--- src/rtl/jtcps1_prom_we_buf.sv ---
`default_nettype none
// ============================================================================
// Module   : jtcps1_prom_we_buf
// Purpose  : Buffered ROM-download write generator. Takes the byte-wide
//            ioctl download stream, optionally packs even/odd byte pairs
//            into 16-bit words, maps byte addresses onto one of four SDRAM
//            banks and queues the resulting writes in a small FIFO so that
//            download bursts are decoupled from the SDRAM ack latency.
//            Header bytes (address < REGSIZE) are also strobed out on cfg_*.
// Ports    :
//   clk, rst_n           clock, asynchronous active-low reset
//   downloading          download window active
//   ioctl_addr/data/wr   byte address, byte data, one-cycle byte strobe
//   prog_addr/data/mask  bank-relative word address, 16-bit data,
//                        active-low byte enables (bit0 = [7:0])
//   prog_ba, prog_we     SDRAM bank, write request held until sdram_ack
//   sdram_ack            write accepted
//   cfg_we/addr/data     one-cycle header-byte strobe, index and value
//   busy                 hold register, FIFO or prog_we still active
//   overflow             sticky: at least one FIFO entry was dropped
// Revision : 1.0 - initial release
// ============================================================================
module jtcps1_prom_we_buf #(
   parameter int              AW        = 23,
   parameter int              FIFO_AW   = 2,
   parameter int              REGSIZE   = 1,
   parameter int              PACK      = 1,
   parameter logic [AW-1:0]   BA1_START = AW'(23'h10_0000),
   parameter logic [AW-1:0]   BA2_START = AW'(23'h20_0000),
   parameter logic [AW-1:0]   BA3_START = AW'(23'h40_0000)
) (
   input  logic            clk,
   input  logic            rst_n,
   input  logic            downloading,
   input  logic [AW-1:0]   ioctl_addr,
   input  logic [7:0]      ioctl_data,
   input  logic            ioctl_wr,
   output logic [AW-2:0]   prog_addr,
   output logic [15:0]     prog_data,
   output logic [1:0]      prog_mask,
   output logic [1:0]      prog_ba,
   output logic            prog_we,
   input  logic            sdram_ack,
   output logic            cfg_we,
   output logic [4:0]      cfg_addr,
   output logic [7:0]      cfg_data,
   output logic            busy,
   output logic            overflow
);

   // ------------------------------------------------------------------------
   // Constants
   // ------------------------------------------------------------------------
   // FIFO entry layout: {ba[1:0], word_addr[AW-2:0], data[15:0], mask[1:0]}
   localparam int                 c_EW      = 2 + (AW - 1) + 16 + 2;
   localparam int                 c_DEPTH   = 1 << FIFO_AW;
   localparam logic [FIFO_AW:0]   c_FULL    = (FIFO_AW + 1)'(c_DEPTH);
   localparam logic [AW-1:0]      c_REGSIZE = AW'(REGSIZE);

   localparam logic [1:0] c_S_IDLE = 2'd0;
   localparam logic [1:0] c_S_REQ  = 2'd1;
   localparam logic [1:0] c_S_GAP  = 2'd2;

   // ------------------------------------------------------------------------
   // Entry construction helpers
   // ------------------------------------------------------------------------
   // Bank selection by region, then bank-relative word address. The
   // subtraction is AW bits wide, so the word address wraps naturally.
   function automatic logic [c_EW-1:0] f_make_entry(
      input logic [AW-1:0] a,
      input logic [15:0]   d,
      input logic [1:0]    m
   );
      logic [1:0]    ba;
      logic [AW-1:0] start;
      logic [AW-1:0] diff;
      if (a >= BA3_START) begin
         ba    = 2'd3;
         start = BA3_START;
      end else if (a >= BA2_START) begin
         ba    = 2'd2;
         start = BA2_START;
      end else if (a >= BA1_START) begin
         ba    = 2'd1;
         start = BA1_START;
      end else begin
         ba    = 2'd0;
         start = '0;
      end
      diff = a - start;
      return {ba, diff[AW-1:1], d, m};
   endfunction

   // A lone byte is replicated on both lanes; only its own lane is enabled.
   function automatic logic [c_EW-1:0] f_single(
      input logic [AW-1:0] a,
      input logic [7:0]    d
   );
      return f_make_entry(a, {d, d}, a[0] ? 2'b01 : 2'b10);
   endfunction

   // ------------------------------------------------------------------------
   // Input qualification and download edge detection
   // ------------------------------------------------------------------------
   logic w_acc;
   logic r_dl_d;
   logic w_dl_fall;
   logic w_dl_rise;

   assign w_acc     = ioctl_wr & downloading;
   assign w_dl_fall = r_dl_d & ~downloading;
   assign w_dl_rise = ~r_dl_d & downloading;

   always_ff @(posedge clk or negedge rst_n) begin
      if (!rst_n) begin
         r_dl_d <= 1'b0;
      end else begin
         r_dl_d <= downloading;
      end
   end

   // ------------------------------------------------------------------------
   // Config header capture
   // ------------------------------------------------------------------------
   always_ff @(posedge clk or negedge rst_n) begin
      if (!rst_n) begin
         cfg_we   <= 1'b0;
         cfg_addr <= '0;
         cfg_data <= '0;
      end else begin
         cfg_we <= w_acc && (ioctl_addr < c_REGSIZE);
         if (w_acc && (ioctl_addr < c_REGSIZE)) begin
            cfg_addr <= ioctl_addr[4:0];
            cfg_data <= ioctl_data;
         end
      end
   end

   // ------------------------------------------------------------------------
   // Packer: produces at most one FIFO push per cycle
   // ------------------------------------------------------------------------
   logic            r_hold_vld;
   logic [AW-1:0]   r_hold_addr;
   logic [7:0]      r_hold_data;
   logic            w_hold_vld_nxt;
   logic [AW-1:0]   w_hold_addr_nxt;
   logic [7:0]      w_hold_data_nxt;
   logic            w_push;
   logic [c_EW-1:0] w_push_entry;

   generate
      if (PACK != 0) begin : g_pack
         always_comb begin
            w_push          = 1'b0;
            w_push_entry    = '0;
            w_hold_vld_nxt  = r_hold_vld;
            w_hold_addr_nxt = r_hold_addr;
            w_hold_data_nxt = r_hold_data;
            if (r_hold_vld) begin
               if (w_acc) begin
                  w_push = 1'b1;
                  if (!r_hold_addr[0] && (ioctl_addr == r_hold_addr + AW'(1))) begin
                     // Even byte followed by its odd partner: one word write.
                     w_push_entry   = f_make_entry(r_hold_addr,
                                                   {ioctl_data, r_hold_data},
                                                   2'b00);
                     w_hold_vld_nxt = 1'b0;
                  end else begin
                     // No partner: flush held byte, new byte takes its place.
                     w_push_entry    = f_single(r_hold_addr, r_hold_data);
                     w_hold_addr_nxt = ioctl_addr;
                     w_hold_data_nxt = ioctl_data;
                  end
               end else if (w_dl_fall) begin
                  // End of download: the last lone byte must not be lost.
                  w_push         = 1'b1;
                  w_push_entry   = f_single(r_hold_addr, r_hold_data);
                  w_hold_vld_nxt = 1'b0;
               end
            end else if (w_acc) begin
               w_hold_vld_nxt  = 1'b1;
               w_hold_addr_nxt = ioctl_addr;
               w_hold_data_nxt = ioctl_data;
            end
         end
      end else begin : g_nopack
         always_comb begin
            w_push          = w_acc;
            w_push_entry    = f_single(ioctl_addr, ioctl_data);
            w_hold_vld_nxt  = 1'b0;
            w_hold_addr_nxt = r_hold_addr;
            w_hold_data_nxt = r_hold_data;
         end
      end
   endgenerate

   always_ff @(posedge clk or negedge rst_n) begin
      if (!rst_n) begin
         r_hold_vld  <= 1'b0;
         r_hold_addr <= '0;
         r_hold_data <= '0;
      end else begin
         r_hold_vld  <= w_hold_vld_nxt;
         r_hold_addr <= w_hold_addr_nxt;
         r_hold_data <= w_hold_data_nxt;
      end
   end

   // ------------------------------------------------------------------------
   // Write FIFO
   // ------------------------------------------------------------------------
   logic [c_EW-1:0] r_mem [c_DEPTH];
   logic [FIFO_AW:0] r_wptr;
   logic [FIFO_AW:0] r_rptr;
   logic [FIFO_AW:0] w_count;
   logic             w_full;
   logic             w_empty;
   logic             w_wr;
   logic             w_drop;
   logic             w_pop;
   logic [c_EW-1:0]  w_head;

   assign w_count = r_wptr - r_rptr;
   assign w_full  = (w_count == c_FULL);
   assign w_empty = (r_wptr == r_rptr);
   // A push into a full FIFO still fits when the head leaves the same cycle.
   assign w_wr    = w_push & (~w_full | w_pop);
   assign w_drop  = w_push & ~w_wr;
   assign w_head  = r_mem[r_rptr[FIFO_AW-1:0]];

   always_ff @(posedge clk) begin
      if (w_wr) begin
         r_mem[r_wptr[FIFO_AW-1:0]] <= w_push_entry;
      end
   end

   always_ff @(posedge clk or negedge rst_n) begin
      if (!rst_n) begin
         r_wptr <= '0;
         r_rptr <= '0;
      end else begin
         if (w_wr) begin
            r_wptr <= r_wptr + (FIFO_AW + 1)'(1);
         end
         if (w_pop) begin
            r_rptr <= r_rptr + (FIFO_AW + 1)'(1);
         end
      end
   end

   // Set wins over clear so a drop on the very first cycle of a new
   // download is still reported.
   always_ff @(posedge clk or negedge rst_n) begin
      if (!rst_n) begin
         overflow <= 1'b0;
      end else if (w_drop) begin
         overflow <= 1'b1;
      end else if (w_dl_rise) begin
         overflow <= 1'b0;
      end
   end

   // ------------------------------------------------------------------------
   // Output FSM: IDLE -> REQ (hold until ack) -> GAP -> IDLE
   // ------------------------------------------------------------------------
   logic [1:0] r_state;
   logic [1:0] w_state_nxt;
   logic       w_load;

   always_ff @(posedge clk or negedge rst_n) begin
      if (!rst_n) begin
         r_state <= c_S_IDLE;
      end else begin
         r_state <= w_state_nxt;
      end
   end

   always_comb begin
      w_state_nxt = r_state;
      w_load      = 1'b0;
      w_pop       = 1'b0;
      case (r_state)
         c_S_IDLE: begin
            if (!w_empty) begin
               w_load      = 1'b1;
               w_state_nxt = c_S_REQ;
            end
         end
         c_S_REQ: begin
            // The head stays in the FIFO until the SDRAM takes it.
            if (sdram_ack) begin
               w_pop       = 1'b1;
               w_state_nxt = c_S_GAP;
            end
         end
         c_S_GAP: begin
            w_state_nxt = c_S_IDLE;
         end
         default: begin
            w_state_nxt = c_S_IDLE;
         end
      endcase
   end

   always_ff @(posedge clk or negedge rst_n) begin
      if (!rst_n) begin
         prog_we   <= 1'b0;
         prog_ba   <= '0;
         prog_addr <= '0;
         prog_data <= '0;
         prog_mask <= 2'b11;
      end else if (w_load) begin
         prog_we   <= 1'b1;
         prog_ba   <= w_head[c_EW-1 -: 2];
         prog_addr <= w_head[c_EW-3 -: (AW - 1)];
         prog_data <= w_head[17:2];
         prog_mask <= w_head[1:0];
      end else if (w_pop) begin
         prog_we   <= 1'b0;
      end
   end

   assign busy = r_hold_vld | ~w_empty | prog_we;

endmodule
`default_nettype wire

--- config.mk ---
export PLATFORM = sky130hd
export DESIGN_NAME = jtcps1_prom_we_buf
export DESIGN_NICKNAME = d
export VERILOG_FILES = /design/src/rtl/jtcps1_prom_we_buf.sv
export SDC_FILE = /design/constraint.sdc
export NUM_CORES = 1
export LEC_CHECK = 0
export CAP_MARGIN = 20
export CELL_PAD_IN_SITES_DETAIL_PLACEMENT = 0
export CELL_PAD_IN_SITES_GLOBAL_PLACEMENT = 1
export CORE_ASPECT_RATIO = 0.9
export CORE_MARGIN = 2
export CORE_UTILIZATION = 30
export CTS_CLUSTER_SIZE = 16
export DETAILED_ROUTE_END_ITERATION = 10
export HOLD_SLACK_MARGIN = 0.03
export PLACE_DENSITY_LB_ADDON = 0.3
export SLEW_MARGIN = 20
export SYNTH_ARGS = -nofsm -noshare
export SYNTH_HDL_FRONTEND = slang
export SYNTH_SLANG_ARGS = --single-unit
--- constraint.sdc ---
create_clock -name clk -period 9.3 [get_ports clk]
set_input_delay 0.93 -clock clk [delete_from_list [all_inputs] [get_ports clk]]
set_output_delay 0.93 -clock clk [all_outputs]
set_load 0.1 [all_outputs]
-- Yosys cells after proc, flatten, opt, wreduce, memory -nomap -nowiden
Memory sizes are Yosys's and may differ from the RTL's. A register that Yosys moved wholly into a read port is not among the register bits.
Index checks and enable logic that the tools add are counted.
- bitwise logic cells: 13
- mux-type cells: 49
- add/sub/neg operators: 7
- order comparisons: 4
- reductions and logical operators: 9
- equality and inequality tests: 7
- operators by type and width (cell ; number):
    23-bit 2-to-1 mux ; 15
    42-bit 2-to-1 mux ; 3
    23-bit subtractor ; 3
    40-bit 2-to-1 mux ; 1
    8-bit 2-to-1 mux ; 4
    23-bit by 1-bit adder with 23-bit output, second input constant ; 1
    23-bit equality test ; 1
    23-bit by 21-bit greater-or-equal comparator with 1-bit output, second input constant ; 1
    23-bit by 22-bit greater-or-equal comparator with 1-bit output, second input constant ; 1
    23-bit greater-or-equal comparator, second input constant ; 1
    23-bit by 1-bit less-than comparator with 1-bit output, second input constant ; 1
    21-bit 2-to-1 mux ; 1
    1-bit 2-to-1 mux ; 19
    2-bit 2-to-1 mux ; 5
    3-bit by 1-bit adder with 3-bit output, second input constant ; 2
    2-bit inequality test, second input constant ; 3
    1-bit bitwise AND ; 5
    1-bit NOT ; 5
    2-bit one-hot mux with 2 select lines ; 1
    2-bit AND reduction ; 2
    2-bit nonzero test ; 2
    3-bit equality test ; 1
    3-bit equality test, second input constant ; 1
    1-bit bitwise OR ; 3
    5 further kinds ; 7
- memories: 1
- logic and storage cells: 102
- register bits: 57
- output and inout bits: 59
- bits of input ports: 36
- bits in writable memories: 168
- memory list (memory ; depth ; bits a word ; rd ports ; clocked after memory_dff ; wr ports ; RTL line ; text):
    r_mem ; 4 ; 42 ; 1 ; 1 ; 1 ; 212 ; logic [c_EW-1:0] r_mem [c_DEPTH];

-- Depth between registers and ports, before layout
Gate-level depths: netlist of run 1.
- word-level depth: 11
- gate-level depth with buffers: 10
- mapped depth without buffers: 9

-- Least setup slack after synthesis of run 1
Ideal clock, no wire load.
- path kind: in2reg
- from: in ioctl_wr
- to: mem r_mem[3][0] (netlist name), enable pin
- required time: 8895 ps
- cell stages on the path: 5
- buffers on the path: 2
- arrival time: 2954 ps
- slack: 5941 ps
- path through: and2_1 clkbuf_1 o21a_1 clkbuf_1 and3_1
- cells in the longest elaborated chain, start to end: 6
- RTL lines (what ; RTL line ; text):
    from (decl) ; 37 ; input logic ioctl_wr,
    1-bit bitwise AND ; 110 ; assign w_acc = ioctl_wr & downloading;
    1-bit 2-to-1 mux ; 160 ; if (w_acc) begin
    1-bit 2-to-1 mux ; 159 ; if (r_hold_vld) begin
    1-bit bitwise AND ; 227 ; assign w_wr = w_push & (~w_full | w_pop);
    1-bit 2-to-1 mux ; 232 ; if (w_wr) begin
    1-bit 2-to-1 mux (not written as such) ; 233 ; r_mem[r_wptr[FIFO_AW-1:0]] <= w_push_entry;
    to (decl) ; 212 ;
Every way passes these cells.

-- Worst setup path after layout of run 1
- from: reg r_rptr[0]
- to: out busy
- cells in the longest elaborated chain, start to end: 4
- RTL lines (what ; RTL line ; text):
    from (decl) ; 214 ; logic [FIFO_AW:0] r_rptr;
    from (signal assigned) ; 246 ; r_rptr <= r_rptr + (FIFO_AW + 1)'(1);
    3-bit equality test ; 225 ; assign w_empty = (r_wptr == r_rptr);
    1-bit NOT ; 323 ; assign busy = r_hold_vld | ~w_empty | prog_we;
    1-bit bitwise OR (2 in series) ; 323 ;
    to (decl) ; 47 ; output logic busy,
Every way passes these cells.

==> results.txt, run 1 <==
Fin crit period: 4.39 ns
Hold WC Path Type: input pin to async pin
Post-CTS setup buffers: 0
Post-synthesis simple-gate area fraction: 7.14%
Total global routing overflow: 0
Number of synthesis warnings: 0
Cell Area, Synth: 0.0112 mm2
Gr usage total: 13.3%
TritonCTS Buffers: 30
R2R Setup Slk: 5.39 ns
Synth Area per Inst: 16.7 um2
Largest net degree at the start of global routing: 53
RSZ-0062 raised after global routing: false
Layout Area Growth over Synthesis: 22.5%
Worst setup EP type: output port
Most frequent cell after synthesis: edfxtp_1
Number of synthesized register bits: 267
Cell Pwr Density: 336 mW/mm2
Starting Density: 30.3%
Clk pin slew, worst setup/hold paths: 0.06 ns
Peak Freq: 228 MHz
CTS tree: yes
Die Width: 208 um
Antenna violations before repair: 1
Crit path max fanout: 45
Post-synth top cells: edfxtp_1, dfrtp_1, mux2_2, mux4_2
Cells after synthesis: 673
DRT Pass-1 Iters: 4
Maximum vdd drop: 169 uV
Post-synthesis mux area share: 16.7%
Core area: 0.0371 mm2
Post-DR wirelength/cell: 19.6 um
Row cnt: 67
Die height: 187 um
Async SR Flop Fraction: 37.1%
Hpwl dp: 16800 um
Crit Path Class: flop to output port
Worst Max-Slew Pin Slew: 1.02 ns
Clock root buffer: clkbuf_16
Total die area: 0.0390 mm2
Final hold violations: 0
Ys flop type: edfxtp_1
Port buffer count: 94
Worst slack at placement: 4.71 ns
Post-Synth Adder-Cell Area: 1.38%
H-tree levels: 1
Worst-Skew Late Latency: 0.55 ns
Post-synth EDFFs: 168
Synth Area in XOR/XNOR: 3.04%
Largest family of logic cells by synthesized area: multiplexers
Leakage: 4.94 nW
Syn nets: 720
Setup TNS: 0 ns
Hold_buf cts: 0
Post-synthesis compound-gate area fraction: 2.89%
Antenna Nets Post-Route: 0
Clock sinks: 267
Top cell type's share of synthesized area: 45.0%
Via density per instance: 4.69
Maximum clock path buffer count: 3
Setup crit start kind: flop
Max Slew Vio Count: 0
Initial detailed-routing violation count: 406
Final setup vio count: 0
Cts repair resizes: 0
Netlist cell types: 56
Final core occ: 37.1%
Status: complete, no violations
DP Area: 0.0127 mm2
Aggregate routed wire length: 25200 um
CP Data Required Time: 8.37 ns
Vias in the first global route: 6474
Post-synth top area cell: edfxtp_1
Share of cells above drive strength 1: 22.0%
Relative slew slack: 32.0%
Nets: 828
Num ports: 95
Slowest-stage cell, CP: clkdlybuf4s50_1
First-pass GRT wire length: 40200 um
Worst hold margin: 0.419 ns
Global placer's final weighted congestion: 0.745
Worst path cell trace: buf_4, ha_1, nand3_1, or3_1, clkdlybuf4s50_1
Largest cells by area after synthesis: edfxtp_1, dfrtp_1, mux4_2, mux2_2, mux2_1
Vias: 6038
DRC violation count after routing: 0
Slowest stage delay, CP: 1.13 ns
Clk_skew: 0.0161 ns
Sequential share of the synthesized area: 67.1%
Design area: 0.0137 mm2
Max_cap viols: 0
Fin crit share: 47.3%
Worst Slack Setup Final: 4.91 ns
CP arrival: 3.46 ns
[final timing paths]
path	cells after the start	to	start
setup / recovery	5	busy	r_rptr[0]$_DFFE_PN0P_
hold / removal	1	prog_addr[11]$_DFFE_PN0P_	rst_n
setup reg to reg	10	r_hold_addr[6]$_DFFE_PN0P_	r_hold_addr[0]$_DFFE_PN0P_
hold reg to reg	1	r_state[0]$_DFFE_PN0P_	r_state[1]$_DFFE_PN0P_
max in group asynchronous	2	prog_data[3]$_DFFE_PN0P_	rst_n
min in group clk	1	r_state[0]$_DFFE_PN0P_	r_state[1]$_DFFE_PN0P_
[final cells by class]
| type | count | area (um2) |
|---|---|---|
| fill | 3477 | 23300 |
| tap | 483 | 604 |
| antenna | 1 | 2.50 |
| sequential | 267 | 7530 |
| timing repair buffer | 105 | 1020 |
| clock inverter | 16 | 214 |
| inverter | 16 | 60.1 |
| clock buffer | 39 | 815 |
| multi-input combinational | 361 | 3500 |
[registers in the layout, indices dropped and copies added, names as in the netlist]
signal and flops:
r_wptr 3, r_hold_addr 23, r_mem 168, r_dl_d 1
r_hold_data 8, prog_mask 2, prog_data 16, cfg_addr 5
r_hold_vld 1, overflow 1, prog_ba 2, cfg_data 8
cfg_we 1, prog_addr 22, r_state 2, prog_we 1
r_rptr 3
[placed cells by master, fill, tap and decap left out, types with 9 or more instances in the layout]
| master | netlist | layout |
|---|---|---|
| mux2_1 | 28 | 28 |
| dfrtp_1 | 97 | 95 |
| ha_1 | 10 | 10 |
| o21a_1 | 9 | 9 |
| nor2_1 | 28 | 28 |
| buf_4 | 0 | 12 |
| xor2_1 | 12 | 12 |
| nand2_1 | 23 | 22 |
| nor4_1 | 12 | 12 |
| inv_1 | 16 | 16 |
| mux4_2 | 42 | 42 |
| xnor2_1 | 27 | 27 |
| clkbuf_16 | 0 | 30 |
| nand3_1 | 13 | 13 |
| mux2_2 | 51 | 51 |
| and2_1 | 26 | 26 |
| edfxtp_1 | 168 | 168 |
| clkdlybuf4s50_1 | 0 | 93 |
[cells by family after synthesis]
logic type               after synthesis
AO/OA/AOI/OAI                         43
XOR/XNOR                              39
adder cells (fa/ha/maj)               12
buffers and inverters                 45
flip-flops                           267
multiplexers                         125
AND/OR/NAND/NOR                      142
[per-stage QoR]
stage | cells | power, mW
2_1_floorplan | 673 | 2.99
3_3_place_gp | 1232 | 3.45
3_5_place_dp | 1232 | 3.46
4_1_cts | 1287 | 4.69
5_1_grt | 1288 | 4.84
6_report | 1288 | 4.61
[worst max-delay path, delay by kind of cell, from the launching register on]
family | cells | cell delay (ns)
buf+inv | 2 | 1.86
fa+ha+maj | 1 | 0.40
flops | 1 | 0.33
simple gates | 2 | 0.29
[metal layers]
metal,global-route usage [%],part of all wire [%],vias up
met5,0,0,-
met4,3.19,1.9,0
met3,2.17,3.4,33
met2,20.8,46,89
met1,19.2,49,3127
li1,-,-,2789
[report_power, final]
part / internal [mW] / leakage (nW) / total, mW / switching, mW
logic: 0.597 / 1.69 / 1.80 / 1.20
registers: 1.49 / 2.75 / 1.60 / 0.110
clock network: 0.753 / 0.502 / 1.21 / 0.460
total: 2.84 / 4.94 / 4.61 / 1.77
Power figures use the tool's default switching activity.
==> inputs of run 2 (changes only) <==
==> constraint.sdc (replaced) <==
create_clock -name clk -period 4.2 [get_ports clk]
set_input_delay 0.42 -clock clk [delete_from_list [all_inputs] [get_ports clk]]
set_output_delay 0.42 -clock clk [all_outputs]
set_load 0.1 [all_outputs]
==> results.txt, run 2 (synthesized netlist as in run 1, its figures left out) <==
# diodes: 0 (was 1)
Number of flip-flops in the largest register: 168 (unchanged)
Setup TNS: 0 ns (unchanged)
Hold_buf cts: 1 (was 0)
Commonest cells after routing, fill and taps aside: edfxtp_1, dfrtp_1, clkdlybuf4s50_1, mux2_2, mux4_2 (unchanged)
Initial detailed-routing violation count: 263 (was 406)
Cell Pwr Density: 728 mW/mm2 (was 336 mW/mm2)
Leakage: 4.91 nW (was 4.94 nW)
Worst Max-Slew Pin Slew: 1.02 ns (about the same)
Slowest stage delay, CP: 0.46 ns (was 1.13 ns)
Share of cells above drive strength 1: 21.6% (was 22.0%)
Status: complete, no violations (unchanged)
Post-CTS setup buffers: 0 (unchanged)
Gr usage total: 13.1% (was 13.3%)
Port buffer count: 94 (unchanged)
Fin crit share: 79.3%
Num ports: 95 (unchanged)
First-pass GRT wire length: 39700 um (was 40200 um)
Die Width: 208 um (unchanged)
Fin crit period: 3.33 ns
Total global routing overflow: 0 (unchanged)
Setup crit start kind: flop (unchanged)
Worst r2r dst: r_hold_addr[14]$_DFFE_PN0P_ (was r_hold_addr[6]$_DFFE_PN0P_)
Final hold violations: 0 (unchanged)
RSZ-0062 raised after global routing: false (unchanged)
Clk pin slew, worst setup/hold paths: 0.06 ns (about the same)
Post-DR wirelength/cell: 19.5 um (was 19.6 um)
Worst-Skew Late Latency: 0.55 ns (about the same)
Via density per instance: 4.69 (about the same)
Worst setup EP type: flop (was output port)
Peak Freq: 300 MHz
Antenna violations before repair: 0 (was 1)
Core area: 0.0371 mm2 (unchanged)
Crit path max fanout: 20 (was 45)
Vias in the first global route: 6499 (was 6474)
Aggregate routed wire length: 25200 um (about the same)
Max_cap viols: 0 (unchanged)
Max Slew Vio Count: 0 (unchanged)
CP arrival: 3.75 ns (was 3.46 ns)
Most common cell after layout, fill and taps aside: edfxtp_1 (unchanged)
Relative slew slack: 31.5% (was 32.0%)
Clock sinks: 267 (unchanged)
Row cnt: 67 (unchanged)
Largest net degree at the start of global routing: 45 (was 53)
CP Launch Point: r_hold_addr[0]$_DFFE_PN0P_ (was r_rptr[0]$_DFFE_PN0P_)
Final setup vio count: 0 (unchanged)
Power consumption: 9.99 mW (was 4.61 mW)
Maximum clock path buffer count: 3 (unchanged)
Worst path cell trace: ha_1, nand3_1, nor3_4, mux2i_1, o31ai_1, a211oi_2, nand4_2, o21ai_2, buf_4, mux2_1 (was buf_4, ha_1, nand3_1, or3_1, clkdlybuf4s50_1)
Antenna Nets Post-Route: 0 (unchanged)
Layout Area Growth over Synthesis: 22.3% (was 22.5%)
Starting Density: 30.3% (unchanged)
Slowest-stage cell, CP: dfrtp_1 (was clkdlybuf4s50_1)
Cells on worst reg2reg path: 10 (unchanged)
Critical R2R Launch: r_hold_addr[0]$_DFFE_PN0P_ (unchanged)
R2R Setup Slk: 0.87 ns (was 5.39 ns)
TritonCTS Buffers: 30 (unchanged)
Hpwl dp: 16600 um (was 16800 um)
Clock root buffer: clkbuf_16 (unchanged)
CP Data Required Time: 4.62 ns (was 8.37 ns)
H-tree levels: 1 (unchanged)
Die height: 187 um (unchanged)
Vias: 6055 (was 6038)
CTS tree: yes (unchanged)
Clk_skew: 0.0122 ns (was 0.0161 ns)
Cts repair resizes: 0 (unchanged)
Crit Path Class: flop to flop (was flop to output port)
Global placer's final weighted congestion: 0.779 (was 0.745)
Hold WC Path Type: input pin to async pin (unchanged)
DRT Pass-1 Iters: 4 (unchanged)
Total die area: 0.0390 mm2 (unchanged)
DRC violation count after routing: 0 (unchanged)
Maximum vdd drop: 338 uV (was 169 uV)
Nets: 832 (was 828)
-- run 2: layout make-up --
class | count | area [um2]
fillers | 3548 | 23300
flip-flops and latches | 267 | 7530
multi-input cells | 361 | 3500
repair buffers | 109 | 1100
clock buffers | 40 | 820
well taps | 483 | 604
clock inverters | 16 | 100
inverters | 16 | 60.1
-- run 2: routing by layer --
layer	global-route usage (%)	routed length (um)
met1	19.3	12700
met2	19.9	11100
met3	2.57	1060
met4	3.14	378
met5	0	0
-- run 2: stage by stage --
stage          hold WS, ns  utilization [%]  cell area (um2)  worst slack [ns]  instances
2_1_floorplan        0.124                -            11200              1.17        673
3_3_place_gp         0.430             34.5            12800             0.737       1235
3_5_place_dp         0.446             34.5            12800             0.714       1235
4_1_cts              0.449             37.0            13700             0.849       1292
5_1_grt              0.483             37.0            13700             0.671       1292
6_report             0.450             37.0            13700             0.870       1292
-- run 2: where the power goes --
part / switching [mW] / total (mW) / internal (mW)
Combinational: 2.67 / 4.01 / 1.34
Clock: 1.02 / 2.44 / 1.42
Sequential: 0.241 / 3.54 / 3.30
-- run 2: worst max-delay path by stage --
stage / to / slack (ns) / cells past startpoint
after floorplan: r_mem[3][0]$_DFFE_PP_ / 1.17 / 8
after global placement: r_mem[2][15]$_DFFE_PP_ / 0.74 / 9
after detailed placement: r_hold_data[7]$_DFFE_PN0P_ / 0.71 / 10
after CTS: r_hold_addr[14]$_DFFE_PN0P_ / 0.85 / 10
after global routing: r_hold_addr[10]$_DFFE_PN0P_ / 0.67 / 10
final: r_hold_addr[14]$_DFFE_PN0P_ / 0.87 / 10
-- run 2: critical path: cells and delay by family, from the launching register on --
family / cells / cell delay [ns]
multiplexers: 2 / 0.58
buffers and inverters: 1 / 0.32
flip-flops: 1 / 0.46
AND/OR/NAND/NOR: 3 / 0.97
adder cells (fa/ha/maj): 1 / 0.27
AO/OA/AOI/OAI: 3 / 0.60
